**src/rtl/upht_update_wb.sv**
```systemverilog
// Update-side write buffer for the micro-PHT: pops predict-time counters, computes the
// saturating update, and drains queued writes under grant. Optional macro: UPHT_WB_FWD_EN.
module upht_update_wb #(
    parameter int IDX_WIDTH = 6,
    parameter int CNT_WIDTH = 2,
    parameter int WB_DEPTH  = 4
) (
    input  logic                 i_clk,
    input  logic                 i_rstn,
    input  logic                 i_resolve_vld,
    input  logic                 i_resolve_taken,
    input  logic [IDX_WIDTH-1:0] i_resolve_idx,
    output logic                 o_resolve_rdy,
    input  logic [CNT_WIDTH-1:0] i_fifo_cnt,
    input  logic                 i_fifo_empty,
    output logic                 o_fifo_pop,
    output logic                 o_pht_wr_en,
    output logic [IDX_WIDTH-1:0] o_pht_wr_idx,
    output logic [CNT_WIDTH-1:0] o_pht_wr_cnt,
    input  logic                 i_pht_wr_gnt,
    output logic                 o_underflow,
    output logic                 o_wb_empty
);
    localparam int PTR_W   = $clog2(WB_DEPTH);
    localparam int CNT_MAX = (1 << CNT_WIDTH) - 1;

    logic [PTR_W-1:0]     head_reg, tail_reg;
    logic [PTR_W:0]       count_reg, count_next;
    logic                 underflow_reg;
    logic [IDX_WIDTH-1:0] idx_mem [WB_DEPTH];
    logic [CNT_WIDTH-1:0] cnt_mem [WB_DEPTH];

    logic                 accept, enq, retire;
    logic [CNT_WIDTH-1:0] base_cnt, next_cnt;
    logic [CNT_WIDTH:0]   base_ext, inc_ext, dec_ext;

    assign o_resolve_rdy = count_reg < (PTR_W+1)'(WB_DEPTH);
    assign accept        = i_resolve_vld && o_resolve_rdy;
    assign o_fifo_pop    = accept && !i_fifo_empty;

`ifdef UPHT_WB_FWD_EN
    logic [WB_DEPTH-1:0] match_w;
    logic [PTR_W-1:0]    slot;

    // A slot is live when its age behind the head is below the occupancy.
    for (genvar gi = 0; gi < WB_DEPTH; gi++) begin : g_match
        logic [PTR_W-1:0] age;
        assign age = PTR_W'(gi) - head_reg;
        assign match_w[gi] = ({1'b0, age} < count_reg) && (idx_mem[gi] == i_resolve_idx);
    end

    // Walk oldest to youngest so the youngest match overrides.
    always_comb begin
        base_cnt = i_fifo_cnt;
        slot     = head_reg;
        for (int k = 0; k < WB_DEPTH; k++) begin
            slot = head_reg + PTR_W'(k);
            if (match_w[slot]) base_cnt = cnt_mem[slot];
        end
    end
`else
    assign base_cnt = i_fifo_cnt;
`endif

    // Saturating step computed one bit wider, then clamped back into range.
    assign base_ext = {1'b0, base_cnt};
    assign inc_ext  = base_ext + (CNT_WIDTH+1)'(1);
    assign dec_ext  = base_ext - (CNT_WIDTH+1)'(1);

    always_comb begin
        next_cnt = base_cnt;
        if (i_resolve_taken) begin
            if (inc_ext > (CNT_WIDTH+1)'(CNT_MAX)) next_cnt = CNT_WIDTH'(CNT_MAX);
            else                                   next_cnt = inc_ext[CNT_WIDTH-1:0];
        end else begin
            if (dec_ext[CNT_WIDTH]) next_cnt = '0;
            else                    next_cnt = dec_ext[CNT_WIDTH-1:0];
        end
    end

    assign enq    = o_fifo_pop && (next_cnt != base_cnt);
    assign retire = o_pht_wr_en && i_pht_wr_gnt;

    always_comb begin
        count_next = count_reg;
        if (enq && !retire)      count_next = count_reg + (PTR_W+1)'(1);
        else if (!enq && retire) count_next = count_reg - (PTR_W+1)'(1);
    end

    always_ff @(posedge i_clk or negedge i_rstn) begin
        if (!i_rstn) begin
            head_reg      <= '0;
            tail_reg      <= '0;
            count_reg     <= '0;
            underflow_reg <= 1'b0;
        end else begin
            if (enq)    tail_reg <= tail_reg + PTR_W'(1);
            if (retire) head_reg <= head_reg + PTR_W'(1);
            count_reg <= count_next;
            if (accept && i_fifo_empty) underflow_reg <= 1'b1;
        end
    end

    // Storage needs no reset: the pointers alone decide which entries are live.
    always_ff @(posedge i_clk) begin
        if (enq) begin
            idx_mem[tail_reg] <= i_resolve_idx;
            cnt_mem[tail_reg] <= next_cnt;
        end
    end

    assign o_pht_wr_en  = (count_reg != '0);
    assign o_wb_empty   = (count_reg == '0);
    assign o_pht_wr_idx = o_pht_wr_en ? idx_mem[head_reg] : '0;
    assign o_pht_wr_cnt = o_pht_wr_en ? cnt_mem[head_reg] : '0;
    assign o_underflow  = underflow_reg;
endmodule

```
**config.mk**
```make
export PLATFORM = sky130hd
export DESIGN_NAME = upht_update_wb
export DESIGN_NICKNAME = d
export VERILOG_FILES = /design/src/rtl/upht_update_wb.sv
export SDC_FILE = /design/constraint.sdc
export NUM_CORES = 1
export LEC_CHECK = 0
export ABC_CLOCK_PERIOD_IN_PS = 1800
export CORE_MARGIN = 5
export CORE_UTILIZATION = 35
export CTS_CLUSTER_DIAMETER = 120
export CTS_CLUSTER_SIZE = 25
export DETAILED_ROUTE_END_ITERATION = 10
export SYNTH_ARGS = -nofsm -noshare
export SYNTH_HDL_FRONTEND = slang
export SYNTH_SLANG_ARGS = --single-unit
```
**constraint.sdc**
```tcl
create_clock -name i_clk -period 1.8 [get_ports i_clk]
set_input_delay 0.27 -clock i_clk [delete_from_list [all_inputs] [get_ports i_clk]]
set_output_delay 0.27 -clock i_clk [all_outputs]
set_load 0.01 [all_outputs]
```
==> flow_summary.yaml, run 1 <==
synth:
  synth_area_per_cell_um2: 17.6
  postSynthCellCount: 99
  yosysWarnings: 0
  synth_area_um2: 1740
  synth-seq-cells: 40
  ys_types: 28
  ys_seq_area_share_pct: 66.6
  synth_nets: 119
timing:
  hold_violations: 0
  fmaxAchievable_ghz: 0.530
  rsz0062_at_grt: "true"
  period_share_pct: 105
  whs_ps: 260
  slew_headroom_pct: 70.4
  setup_slack_ps: -88.5
  setup_viol: 10
  drv_slew: 0
  timing.setup.tns_ps: -470
  period_needed_ps: 1890
  worst_pin_slew_ps: 444
  fin_skew_ps: 7.14
global_routing:
  grt_max_degree: 13
  busiest_layer: "met2"
  grt_overflow_total: 0
  use_met2_pct: 21.1
  grt_pass1_wl_mm: 5.57
  use_met1_pct: 12.8
  grt_usage_pct: 11.9
  antenna_found_initial: 0
  grt_pass1_vias: 1129
  use_met3_pct: 4.15
final_layout:
  mostFrequentLayoutCell: "edfxtp_1"
  num-nets-final: 169
  area_growth_pct: 37.1
  n_antenna_cell: 0
  finalNonFillerCells: 217
  largest_reg_flops: 24
  layout_common_cells: "edfxtp_1, buf_4, clkdlybuf4s50_1, buf_6, and2_4"
  design_area_um2: 2390
  final_layout_size_suffix_gt1_share_pct: 46.0
cts:
  path_clk_slew_ps: 80
  clk_latency_ps: 290
  clock_path_buffers: 2
  numClockSinks: 40
  cts_buffers: 5
  tritoncts: "built"
  cts_root_buf: "clkbuf_8"
  h-tree-depth: 2
pwr:
  ir_worst_vdd_mv: 0.551
  powerDensity_nw_per_um2: 1440
  p_leak_nw: 0.917
floorplanning:
  die_w_um: 80.6
  core-area_um2: 4790
  ioPinCount: 27
  initial_core_util_pct: 36.4
  die_area_um2: 6490
  die_h_um: 80.6
  rows: 25
detailed_routing:
  detailedRoute.firstPassIterationCount: 4
  drt-vias-per-instance: 4.62
  drc: 0
  via_count: 1002
  routedWlPerCell_um: 15.2
  wl_mm: 3.29
  ant_nets: 0
  drt-initial-drc-count: 26
critical_path:
  required_ps: 2010
  critPathMaxStageDelay_ps: 400
  start_kind: "flop"
  crit_type: "reg2reg"
  crit_arrival_ps: 2100
  end_kind: "flop"
  path_cells: "buf_6 -> nor3b_4 -> and3_4 -> ha_4 -> inv_2 -> fa_2 -> xor2_1 -> nor2_1 -> xnor2_1"
  critPathMaxFanout: 2
  slowest_stage: "dfrtp_1"
placed_design:
  gp_congestion: 0.695
  io_buffers: 26
  hpwlAfterDp_mm: 2.22
  placed_area_um2: 2210
  dp_cells: 203
  pre_cts_ws_ps: -499
flow_run:
  drv_cap: 0
status:
  outcome: "finished with violations"
  violations: "setup timing"
hold_path:
  hold_path.class: "in2async"
layout make-up:
class                           count  area [µm²]
Multi-Input combinational cell     49         594
Timing Repair Buffer               47         422
Sequential cell                    40        1160
Clock buffer                        6        72.6
Clock inverter                      2        35.0
Inverter                            6        22.5
Fill cell                         412        2390
Tap cell                           67        83.8
logic make-up after synthesis:
group | Yosys count | synth area share, %
muxes | 9 | 11.0
AOI/OAI and AO/OA | 4 | 1.79
adders and majority gates | 8 | 5.88
buffers and inverters | 10 | 2.65
DFF | 40 | 66.6
and+or+nand+nor | 22 | 8.68
xor gates and xnor gates | 6 | 3.44
stage by stage:
stage	util, %	power (mW)
after global placement	46.3	2.59
final	50.0	3.45
after global routing	50.0	3.67
after CTS	50.4	3.54
after detailed placement	46.3	2.61
after floorplan	-	1.99
synthesized netlist by cell type:
master,instances,share of area (%)
xnor2_1,4,2.0
and2_4,4,2.0
nand2_1,1,0.22
a21oi_1,1,0.29
and2_1,8,2.9
mux4_2,8,10
nor3b_2,1,0.72
and4_2,1,0.57
or3_1,2,0.72
fa_1,1,1.1
ha_1,5,3.6
xor2_1,1,0.50
maj3_1,2,1.1
xnor2_2,1,0.93
clkbuf_1,2,0.43
inv_1,6,1.3
mux2_2,1,0.65
a41oi_1,1,0.50
a31o_2,1,0.50
nand3b_1,1,0.43
o2111ai_1,1,0.50
edfxtp_1,32,55
nand3_1,2,0.57
dfrtp_1,8,11
buf_6,1,0.65
nor2_1,1,0.22
and3_1,1,0.36
buf_2,1,0.29
report_power, final:
group	internal, mW	switching [mW]	total, mW	leakage [nW]
Combinational	0.928	0.573	1.50	0.483
Clock	0.411	0.299	0.711	0.0552
Sequential	1.13	0.109	1.24	0.378
routing by layer:
layer / part of all wire, % / wire [µm]
met4: 1.8 / 58
met2: 52 / 1700
met5: 0 / 0
met3: 5.3 / 173
met1: 41 / 1360
worst max-delay path, delay by kind of cell, from the launching register on:
| family | cells | cell delay (ps) |
|---|---|---|
| buf+inv | 2 | 160 |
| flops | 1 | 400 |
| fa+ha+maj | 2 | 450 |
| simple gates | 3 | 530 |
| xor+xnor | 2 | 270 |
final timing paths:
| path | depth (start not counted) | start | slack [ps] | endpoint |
|---|---|---|---|---|
| worst max-delay path | 9 | count_reg[2] | -90 | count_reg[2] |
| worst min-delay path | 1 | i_rstn | 260 | o_underflow |
| worst max register to register | 9 | count_reg[2] | -90 | count_reg[2] |
| worst min register to register | 1 | o_underflow | 490 | o_underflow |
| max in group asynchronous | 1 | i_rstn | 1270 | head_reg[0] |
| min in group i_clk | 1 | o_underflow | 490 | o_underflow |
repair_timing:
action | in CTS | in global routing
buffers inserted | 6 | 1
resized for setup | 62 | 7
hold buffers | 0 | 0
gates cloned | 2 | 0
setup endpoints to repair | 13 | 13
pin swaps | 12 | 1
Note: power is estimated with default switching activity, not from simulation.
==> run 2: changes to the inputs <==
- DONT_BUFFER_PORTS: not set -> 1
==> run 2 against run 1 <==
Net effect: largest power group is now registers; the flow still finishes with violations (setup timing); utilization down 6.7 points; critical path type unchanged; global-route usage down 1.8 points; clock skew fell by 0.90 ps; via count fell by 13%; non-clock buffer count fell by 35; final cell count is 16% lower; die area stayed put; combinational power down 25%; routed wire length fell by 12%.
==> flow_summary.yaml, run 2 (synthesized netlist as in run 1, its figures left out) <==
status:
  outcome: "finished with violations"
  violations: "setup timing"
timing:
  period_share_pct: 105
  fmaxAchievable_ghz: 0.532
  hold_violations: 0
  worst_pin_slew_ps: 373
  drv_slew: 0
  slew_headroom_pct: 75.1
  fin_skew_ps: 6.24
  rsz0062_at_grt: "true"
  setup_viol: 2
  setup_slack_ps: -81.3
  timing.setup.tns_ps: -155
  period_needed_ps: 1880
detailed_routing:
  detailedRoute.firstPassIterationCount: 4
  ant_nets: 0
  routedWlPerCell_um: 15.9
  drt-initial-drc-count: 35
  via_count: 875
  wl_mm: 2.89
  drc: 0
  drt-vias-per-instance: 4.81
final_layout:
  finalCoreUtilization_pct: 43.3
  n_antenna_cell: 0
  layout_common_cells: "edfxtp_1, and2_4, mux4_2, buf_4, dfrtp_1"
  area_growth_pct: 18.7
  final_layout_size_suffix_gt1_share_pct: 42.6
  regArea_um2: 1160
  fillers: 430
  multi_input_comb_area_um2: 587
  largest_reg_flops: 24
  num-nets-final: 134
  mostFrequentLayoutCell: "edfxtp_1"
floorplanning:
  die_h_um: 80.6
  die_area_um2: 6490
  rows: 25
  initial_core_util_pct: 36.4
  core-area_um2: 4790
  ioPinCount: 27
  die_w_um: 80.6
pwr:
  powerDensity_nw_per_um2: 1480
  p_leak_nw: 0.739
  ir_worst_vdd_mv: 0.621
critical_path:
  setup.worst_path.start: "count_reg[2]"
  required_ps: 1980
  crit_arrival_ps: 2060
  start_kind: "flop"
  critPathMaxFanout: 2
  crit_type: "reg2reg"
  r2r-start: "count_reg[2]"
  end_kind: "flop"
cts:
  tritoncts: "built"
  h-tree-depth: 2
  numClockSinks: 40
  cts_buffers: 5
  cts_root_buf: "clkbuf_8"
  clk_latency_ps: 290
  clock_path_buffers: 2
  path_clk_slew_ps: 80
global_routing:
  grt_max_degree: 14
  antenna_found_initial: 0
  grt_pass1_vias: 946
  grt_pass1_wl_mm: 4.75
  grt_usage_pct: 10.2
  grt_overflow_total: 0
flow_run:
  drv_cap: 0
hold_path:
  min_from: "i_resolve_idx[0]"
  hold_path.class: "in2reg"
placed_design:
  pre_cts_ws_ps: -134
  hpwlAfterDp_mm: 2.15
  gp_congestion: 0.694
  io_buffers: 0
==> run 2: cell count changes in the layout (fill, tap and decap cells not counted), moves of 2 or more <==
cell and change:
buf_4 -8, dlygate4sd2_1 -4, buf_2 -4, buf_6 -8, or3_4 -2, clkdlybuf4s50_1 -11
or3_1 +2
==> run 2: area by class of cell <==
cell class                 instances  area share (%)
timing repair buffer              12            5.02
tap                               67            4.05
clock buffer                       5            3.32
sequential                        40            56.1
clock inverter                     3            2.05
inverter                           6            1.09
multi-input combinational         49            28.3
==> run 2: stage by stage <==
step	total power, mW	std cells	area (µm²)	hold WS [ps]
after floorplan	1.99	99	1770	-25.6
after global placement	2.22	172	1900	-25.3
after detailed placement	2.26	172	1900	-25.3
after CTS	3.11	181	2060	63.9
after global routing	3.26	182	2070	59.0
final	3.07	182	2070	72.3
==> run 2: metal layers <==
layer  global-route usage [%]  vias up  wire length [µm]  part of all wire, %
met4                     4.05        0                51                  1.8
met1                     10.8      442              1110                   38
met5                        0        -                 0                    0
met2                     17.7       29              1500                   52
li1                         -      397                 -                    -
met3                     4.26        7               225                  7.8
==> run 2: worst paths after layout <==
kind / endpoint / slack, ps / depth (start not counted)
max: count_reg[1] / -80 / 7
max in group asynchronous: head_reg[1] / 1180 / 1
min reg2reg: o_underflow / 560 / 1
max reg2reg: count_reg[1] / -80 / 7
min: idx_mem[3][0] / 70 / 0
min in group asynchronous: tail_reg[1] / 330 / 1
==> run 2: repair_timing <==
action / CTS / global route
resized for setup: 12 / 1
endpoints found under the setup margin: 9 / 10
pin swaps: 3 / 2
hold buffers: 1 / 0
hold endpoints to repair: 8 / 0
buffers inserted: 0 / 1
==> run 2: where the power goes <==
| group | switching (mW) | internal [mW] |
|---|---|---|
| logic | 0.480 | 0.642 |
| clock network | 0.302 | 0.410 |
| registers | 0.106 | 1.13 |
| total | 0.888 | 2.18 |
==> run 2: critical path: stages (launching register included) <==
cell and delay [ps]:
dfrtp_1 400, buf_6 130, nor3b_4 180, and3_4 220, ha_4 130, inv_2 30, fa_2 410, mux2_4 270
==> run 3: changes to the inputs <==
- ABC_CLOCK_PERIOD_IN_PS: 1800 -> 2009
- clock period: 1.8 -> 2.01 ns (I/O delays scaled with it)
==> run 3 against run 2 <==
Net effect: the run now ends clean; worst hold slack gained 21 ps; clock power down 8.6%; total power fell by 15%; non-clock buffer count shrank 4; global-route usage grew 0.19 points; critical endpoint is now count_reg[2]; largest cell class unchanged; largest power group unchanged; highest routed layer unchanged.
==> flow_summary.yaml, run 3 (synthesized netlist as in run 1, its figures left out) <==
status:
  outcome: "finished clean"
timing:
  whs_ps: 93.5
  fmaxAchievable_ghz: 0.520
  slew_headroom_pct: 70.1
  fin_skew_ps: 6.16
  period_share_pct: 95.7
  drv_slew: 0
  worst_pin_slew_ps: 449
  period_needed_ps: 1920
  timing.setup.tns_ps: 0
  rsz0062_at_grt: "false"
  setup_viol: 0
  hold_violations: 0
final_layout:
  layout_common_cells: "edfxtp_1, mux4_2, and2_1, dfrtp_1, buf_4"
  finalNonFillerCells: 178
  final_layout_size_suffix_gt1_share_pct: 32.4
  largest_reg_flops: 24
  mostFrequentLayoutCell: "edfxtp_1"
  fillers: 436
  n_antenna_cell: 0
  num-nets-final: 130
  area_growth_pct: 15.3
detailed_routing:
  detailedRoute.firstPassIterationCount: 4
  drt-initial-drc-count: 60
  ant_nets: 0
  routedWlPerCell_um: 16.5
  via_count: 847
  drt-vias-per-instance: 4.76
  drc: 0
  wl_mm: 2.95
cts:
  clk_latency_ps: 290
  cts_buffers: 5
  path_clk_slew_ps: 80
  tritoncts: "built"
  numClockSinks: 40
  post-cts-setup-buffers: 0
  clock_path_buffers: 2
  h-tree-depth: 2
  cts_root_buf: "clkbuf_8"
critical_path:
  critPathMaxFanout: 3
  required_ps: 2230
  setup.worst_path.start: "count_reg[2]"
  crit_type: "reg2reg"
  end_kind: "flop"
  r2r-start: "count_reg[2]"
  crit_arrival_ps: 2150
  start_kind: "flop"
pwr:
  ir_worst_vdd_mv: 0.569
  powerDensity_nw_per_um2: 1290
  p_leak_nw: 0.701
placed_design:
  dp_cells: 169
  gp_congestion: 0.668
  hpwlAfterDp_mm: 2.06
  io_buffers: 0
floorplanning:
  die_w_um: 80.6
  core-area_um2: 4790
  die_h_um: 80.6
  die_area_um2: 6490
  ioPinCount: 27
  initial_core_util_pct: 36.4
  rows: 25
hold_path:
  hold_path.class: "in2reg"
  min_from: "i_resolve_idx[4]"
global_routing:
  grt_overflow_total: 0
  grt_usage_pct: 10.4
  grt_pass1_vias: 966
  grt_pass1_wl_mm: 4.78
  grt_max_degree: 14
  antenna_found_initial: 0
flow_run:
  drv_cap: 0
[run 3: worst paths after layout]
kind / to / slack (ps) / cells past startpoint
setup / recovery: count_reg[2] / 90 / 8
hold / removal: idx_mem[0][4] / 90 / 0
setup reg to reg: count_reg[2] / 90 / 8
hold reg to reg: o_underflow / 560 / 1
max in group asynchronous: count_reg[1] / 1390 / 1
min in group asynchronous: tail_reg[1] / 350 / 1
[run 3: metrics by stage]
| step | total power [mW] | setup WS (ps) | util (%) | area (µm²) |
|---|---|---|---|---|
| global route | 2.77 | 12.4 | 42.0 | 2010 |
| finish | 2.60 | 86.1 | 42.0 | 2010 |
| floorplan | 1.76 | 15.2 | - | 1760 |
| detailed placement | 1.97 | 10.9 | 39.2 | 1880 |
| global placement | 1.93 | 77.5 | 39.2 | 1880 |
| CTS | 2.63 | 0.0366 | 41.8 | 2000 |
[run 3: routing by layer]
layer,vias up,global-route usage [%],routed length (µm)
met5,-,0,0
met3,7,4.71,206
met1,425,10.7,1170
met4,0,4.05,55
li1,390,-,-
met2,25,18.2,1510
[run 3: what timing repair did]
action / 4_1_cts / 5_1_grt
setup endpoints to repair: 1 / 2
resized for setup: 1 / 3
pin swaps: 0 / 2
endpoints found under the hold margin: 8 / 0
hold buffers: 1 / 0
[run 3: power breakdown]
| group | internal, mW | leakage [nW] | switching [mW] | total [mW] |
|---|---|---|---|---|
| Combinational | 0.435 | 0.268 | 0.399 | 0.834 |
| Sequential | 1.01 | 0.378 | 0.104 | 1.11 |
| Clock | 0.367 | 0.0541 | 0.284 | 0.651 |
| Total | 1.81 | 0.701 | 0.787 | 2.60 |
[run 3: area by class of cell]
type	count	area, µm²	share of cell area [%]
clock buffer	5	68.8	3.42
clock inverter	3	42.5	2.12
inverter	6	22.5	1.12
multi-input combinational	49	569	28.3
sequential	40	1160	57.7
tap	67	83.8	4.17
timing repair buffer	8	62.6	3.11
[run 3: worst max-delay path, stage by stage (launching register included)]
cell	delay, ps
dfrtp_1	420
or3_4	400
nand2_4	90
ha_4	130
inv_1	40
fa_1	370
xor2_1	150
nor2_1	110
xnor2_1	120
